[config.mk]
export PLATFORM = sky130hd
export DESIGN_NAME = dec38_display_flat
export DESIGN_NICKNAME = d
export VERILOG_FILES = /design/src/rtl/dec38_display_if.sv /design/src/rtl/dec38_display.sv /design/src/flat_wrapper.sv
export SDC_FILE = /design/constraint.sdc
export NUM_CORES = 1
export LEC_CHECK = 0
export BUFFER_PORTS_ARGS = -buffer_cell sky130_fd_sc_hd__buf_2
export CORE_AREA = 2 2 69 71
export CTS_CLUSTER_DIAMETER = 80
export CTS_CLUSTER_SIZE = 30
export DETAILED_ROUTE_END_ITERATION = 10
export DIE_AREA = 0 0 71 73
export PLACE_DENSITY = 0.57
export SYNTH_ARGS = -nofsm -noshare
export SYNTH_HDL_FRONTEND = slang
export SYNTH_SLANG_ARGS = --single-unit
[constraint.sdc]
create_clock -name clk -period 2.19 [get_ports clk]
set_input_delay 0.1095 -clock clk [delete_from_list [all_inputs] [get_ports clk]]
set_output_delay 0.1095 -clock clk [all_outputs]
set_load 0.005 [all_outputs]
[src/rtl/dec38_display_if.sv]
// Code handshake between the 8-3 encoder output stage and the display decoder.
// The encoder side drives valid/code and watches ready.
interface dec38_display_if;
  logic       in_valid;
  logic       in_ready;
  logic [2:0] in_code;

  modport master (output in_valid, output in_code, input in_ready);
  modport slave  (input in_valid, input in_code, output in_ready);
endinterface

[src/rtl/dec38_display.sv]
// One-deep buffered 3-to-8 display decoder: each accepted code is shown as a
// one-hot LED pattern and 7-seg digit for HOLD cycles, followed by GAP blanks.
module dec38_display #(
  parameter int HOLD = 4,
  parameter int GAP  = 1
) (
  input  logic            clk,
  input  logic            rst,
  dec38_display_if.slave  in_if,
  input  logic            en,
  output logic [7:0]      out_onehot,
  output logic [6:0]      seg,
  output logic            busy,
  output logic            done
);
  typedef enum logic [1:0] {S_IDLE, S_SHOW, S_GAP} state_t;

  localparam logic [7:0] HOLD_M1 = 8'(HOLD - 1);
  localparam logic [7:0] GAP_M1  = 8'(GAP - 1);

  state_t     r_state, w_nxt_state;
  logic [7:0] r_cnt, w_nxt_cnt;
  logic [2:0] r_active, w_nxt_active;
  logic [2:0] r_pend;
  logic       r_pend_valid, w_nxt_pend_valid;
  logic       w_accept, w_take;

  function automatic logic [6:0] seg7(input logic [2:0] c);
    case (c)
      3'd0:    seg7 = 7'b1000000;
      3'd1:    seg7 = 7'b1111001;
      3'd2:    seg7 = 7'b0100100;
      3'd3:    seg7 = 7'b0110000;
      3'd4:    seg7 = 7'b0011001;
      3'd5:    seg7 = 7'b0010010;
      3'd6:    seg7 = 7'b0000010;
      default: seg7 = 7'b1111000;
    endcase
  endfunction

  // Ready depends only on registered state, so a freed slot accepts one cycle later.
  assign in_if.in_ready   = !r_pend_valid && !rst;
  assign w_accept         = in_if.in_valid && in_if.in_ready;
  assign w_nxt_pend_valid = w_accept || (r_pend_valid && !w_take);

  always_comb begin
    w_nxt_state  = r_state;
    w_nxt_cnt    = r_cnt;
    w_nxt_active = r_active;
    w_take       = 1'b0;
    case (r_state)
      S_IDLE: begin
        if (r_pend_valid) begin
          w_nxt_state  = S_SHOW;
          w_nxt_active = r_pend;
          w_nxt_cnt    = HOLD_M1;
          w_take       = 1'b1;
        end
      end
      S_SHOW: begin
        if (r_cnt != 8'd0) begin
          w_nxt_cnt = r_cnt - 8'd1;
        end else if (GAP > 0) begin
          w_nxt_state = S_GAP;
          w_nxt_cnt   = GAP_M1;
        end else if (r_pend_valid) begin
          w_nxt_active = r_pend;
          w_nxt_cnt    = HOLD_M1;
          w_take       = 1'b1;
        end else begin
          w_nxt_state = S_IDLE;
        end
      end
      S_GAP: begin
        if (r_cnt != 8'd0) begin
          w_nxt_cnt = r_cnt - 8'd1;
        end else if (r_pend_valid) begin
          w_nxt_state  = S_SHOW;
          w_nxt_active = r_pend;
          w_nxt_cnt    = HOLD_M1;
          w_take       = 1'b1;
        end else begin
          w_nxt_state = S_IDLE;
        end
      end
      default: w_nxt_state = S_IDLE;
    endcase
  end

  // Control and registered outputs; outputs are formed from next state so
  // they line up with the state they describe.
  always_ff @(posedge clk) begin
    if (rst) begin
      r_state      <= S_IDLE;
      r_cnt        <= 8'd0;
      r_pend_valid <= 1'b0;
      out_onehot   <= 8'h00;
      seg          <= 7'h7f;
      busy         <= 1'b0;
      done         <= 1'b0;
    end else begin
      r_state      <= w_nxt_state;
      r_cnt        <= w_nxt_cnt;
      r_pend_valid <= w_nxt_pend_valid;
      out_onehot   <= (w_nxt_state == S_SHOW && en) ? (8'b1 << w_nxt_active) : 8'h00;
      seg          <= (w_nxt_state == S_SHOW && en) ? seg7(w_nxt_active) : 7'h7f;
      busy         <= (w_nxt_state != S_IDLE) || w_nxt_pend_valid;
      done         <= (w_nxt_state == S_SHOW) && (w_nxt_cnt == 8'd0);
    end
  end

  // Code payload registers carry no reset; they are qualified by state/pend_valid.
  always_ff @(posedge clk) begin
    r_active <= w_nxt_active;
    if (w_accept) r_pend <= in_if.in_code;
  end
endmodule

[src/flat_wrapper.sv]
// flat-port wrapper written by rule: the top's interface ports become plain ports
module dec38_display_flat 
#(
  parameter int HOLD = 4,
  parameter int GAP  = 1
)
  (clk, rst, en, out_onehot, seg, busy, done, in_if_in_valid, in_if_in_code, in_if_in_ready);
  dec38_display_if in_if_i ();
  input  logic clk;
  input  logic rst;
  input  logic en;
  output logic [7:0] out_onehot;
  output logic [6:0] seg;
  output logic busy;
  output logic done;
  input wire logic [$bits(in_if_i.in_valid)-1:0] in_if_in_valid;
  input wire logic [$bits(in_if_i.in_code)-1:0] in_if_in_code;
  output wire logic [$bits(in_if_i.in_ready)-1:0] in_if_in_ready;
  assign in_if_i.in_valid = in_if_in_valid;
  assign in_if_i.in_code = in_if_in_code;
  assign in_if_in_ready = in_if_i.in_ready;
  dec38_display #(.HOLD(HOLD), .GAP(GAP)) u_core (.clk(clk), .rst(rst), .in_if(in_if_i), .en(en), .out_onehot(out_onehot), .seg(seg), .busy(busy), .done(done));
endmodule
==> reports/results.txt <==
Top FF cell, synth: dfxtp_1
Clock Sinks: 34
Root Driver: clkbuf_8
Clk pwr share: 0.247
final number of setup-violating endpoints: 0
CTS tree: done
fin. max-slew vios: 0
crit path max fanout: 6
CP Launch Type: register
Max VDD drop: 556 uV
internal power: 1590 uW
fin cells: 254
Synth async-reset ratio: 0
total track usage: 0.129
Setup crit end kind: register
Placer Congestion: 0.812
synth-to-layout area growth: 29.4%
Die Span X: 71 um
first-pass GRT wire length: 5.15 mm
max_cap viols: 0
HP Start: in_if_in_valid
Fin Hold WS: 113 ps
NetSw: 890 uW
top post-synthesis cells by area: dfxtp_1, edfxtp_1, nor2_1, mux2i_4, nor3_1
Mapped Nets: 165
n_diodes: 0
drt total wl: 3.09 mm
Core Box Area: 0.00454 mm^2
RR Startpoint: u_core.r_cnt[1]
LEAKAGE: 0.000808 uW
status: completed
RSZ-0062 raised after global routing: no
Setup crit start: u_core.r_cnt[1]
DIE HEIGHT: 73 um
Synth Instances: 157
Comb power frac: 0.431
Yosys top cell area share: 0.410
Final Cycle Share: 0.943
CP arrival: 2260 ps
largest net degree at the start of global routing: 14
TritonCTS Buffers: 5
Tot Pwr: 2480 uW
R2R setup slack: 120 ps
fraction of layout cells with a size suffix above 1: 0.345
headroom to the max-slew limit: 0.711
Max H-tree Level: 2
Via Count: 1,233
floorplan row count: 25
Layout fillers: 434
sequential share of power: 0.322
router iterations before antenna repair: 4
final hold violations: 0
Setup CP Type: register to register
IO Pins: 25
CTS Buffer Depth: 2
DRT antenna net count: 0
Cell Area, Synth: 0.00152 mm^2
placed cells: 242
number of global-route vias before repair: 1,185
clock latency on the worst-skew pair: 290 ps
HP Class: primary input to register
fmax: 484 MHz
register area share after synthesis: 0.469
wire per inst: 12.2 um
Worst Clk Skew: 5.36 ps
Initial Util: 0.334
Yosys Warn Count: 0
worst-margin pin slew: 427 ps
Yosys cell types: 51
Tmin final: 2070 ps
IO Port Bufs: 24
Synth area leader: dfxtp_1
Pwr Density: 1260 mW/mm^2
number of flops mapped to enable cells by yosys: 3
initial antenna violation count: 0
Worst EP required: 2380 ps
switching part of the total: 0.359
initial drt markers: 68
vias per cell: 4.85
TNS Setup: 0 ps
Clock transition at path regs: 80 ps
gr ovfl total: 0
dpl hpwl: 2.25 mm
mean area per synthesized cell: 9.65 um^2
Nets: 207
post-route DRC violation count: 0
die footprint: 0.00518 mm^2
flops & latches, synth: 34
## repair_timing
action	4_1_cts	5_1_grt
hold endpoints to repair	3	0
buffers inserted	0	1
hold buffers	3	0
pin swaps	0	3
setup endpoints to repair	1	16
gates resized for setup	2	7
## worst max-delay path: stages, from the launching register on
cell	delay, ps
dfxtp_2	320
inv_1	60
ha_2	180
or3b_4	430
o21ai_2	180
nor3_1	90
a211oi_4	260
o211ai_1	140
nor4b_2	310
## flip-flops by register name, summed over array words and instances (netlist names)
register,count
u_core.r_active,3
u_core.r_pend_valid,1
u_core.out_onehot,8
u_core.busy,1
u_core.r_state,2
u_core.seg,7
u_core.r_cnt,8
u_core.done,1
u_core.r_pend,3
## layer usage
metal	GRT usage	up-vias	wire, um
li1	-	643	-
met1	0.150	551	1400
met2	0.220	30	1470
met3	0.0331	9	153
met4	0.0692	0	74
met5	0	-	0
## Yosys cell counts, drive strengths merged, types with 4 or more instances
library cell / n
a211oi: 4
a21oi: 6
buf: 4
dfxtp: 31
inv: 7
mux2i: 4
nand2: 9
nand2b: 4
nor2: 23
nor3: 8
o21ai: 9
## stage by stage
| stage | util | area, um^2 | worst slack, ps |
|---|---|---|---|
| floorplan | - | 1520 | 93.3 |
| global placement | 0.388 | 1760 | 15.1 |
| detailed placement | 0.388 | 1760 | 14.4 |
| CTS | 0.425 | 1930 | 37.2 |
| global route | 0.432 | 1960 | 3.82 |
| finish | 0.432 | 1960 | 124 |
## path summary, 6_finish.rpt
check | to | cells after the start
setup reg to reg | u_core.done | 8
hold reg to reg | u_core.r_cnt[6] | 2
setup / recovery | u_core.done | 8
hold / removal | u_core.r_pend_valid | 3
## layout make-up
class                      instances  area, um^2  share of cell area
multi-input combinational        110         772               0.394
sequential                        34         712               0.363
timing repair buffer              41         255               0.130
clock buffer                       7         119              0.0606
tap                               54        67.6              0.0345
inverter                           7        26.3              0.0134
clock inverter                     1        8.76             0.00447
## logic make-up after synthesis
family                   count (synthesis)  share of synthesized area
AO/OA/AOI/OAI                           36                      0.164
XOR/XNOR                                 4                     0.0231
adder cells (fa/ha/maj)                  1                    0.00826
buffers and inverters                   13                     0.0446
flip-flops                              34                      0.469
multiplexers                             5                     0.0586
AND/OR/NAND/NOR                         64                      0.232
## placed cells by master, fill, tap and decap left out, types with 2 or more instances in the layout
cell type      count
a211oi_1           2
a21oi_1            5
a22oi_1            3
a31oi_1            3
and2_1             2
buf_2             24
buf_4             14
clkbuf_16          2
clkbuf_8           5
dfxtp_1           30
dlygate4sd3_1      3
edfxtp_1           3
inv_1              6
mux2i_4            3
nand2_1            8
nand2b_1           4
nand3_1            3
nand4_1            2
nor2_1            22
nor3_1             8
o211ai_1           3
o21ai_0            3
o21ai_1            4
o21ai_2            2
o311ai_0           2
xnor2_1            3
## power by group through the flow
stage	sequential, uW	clock [uW]	combinational (uW)
2_1_floorplan	797	0	722
3_3_place_gp	810	0	1000
3_5_place_dp	807	0	996
4_1_cts	794	630	1030
5_1_grt	808	649	1190
6_report	798	614	1070
Note: power is estimated with default switching activity, not from simulation.
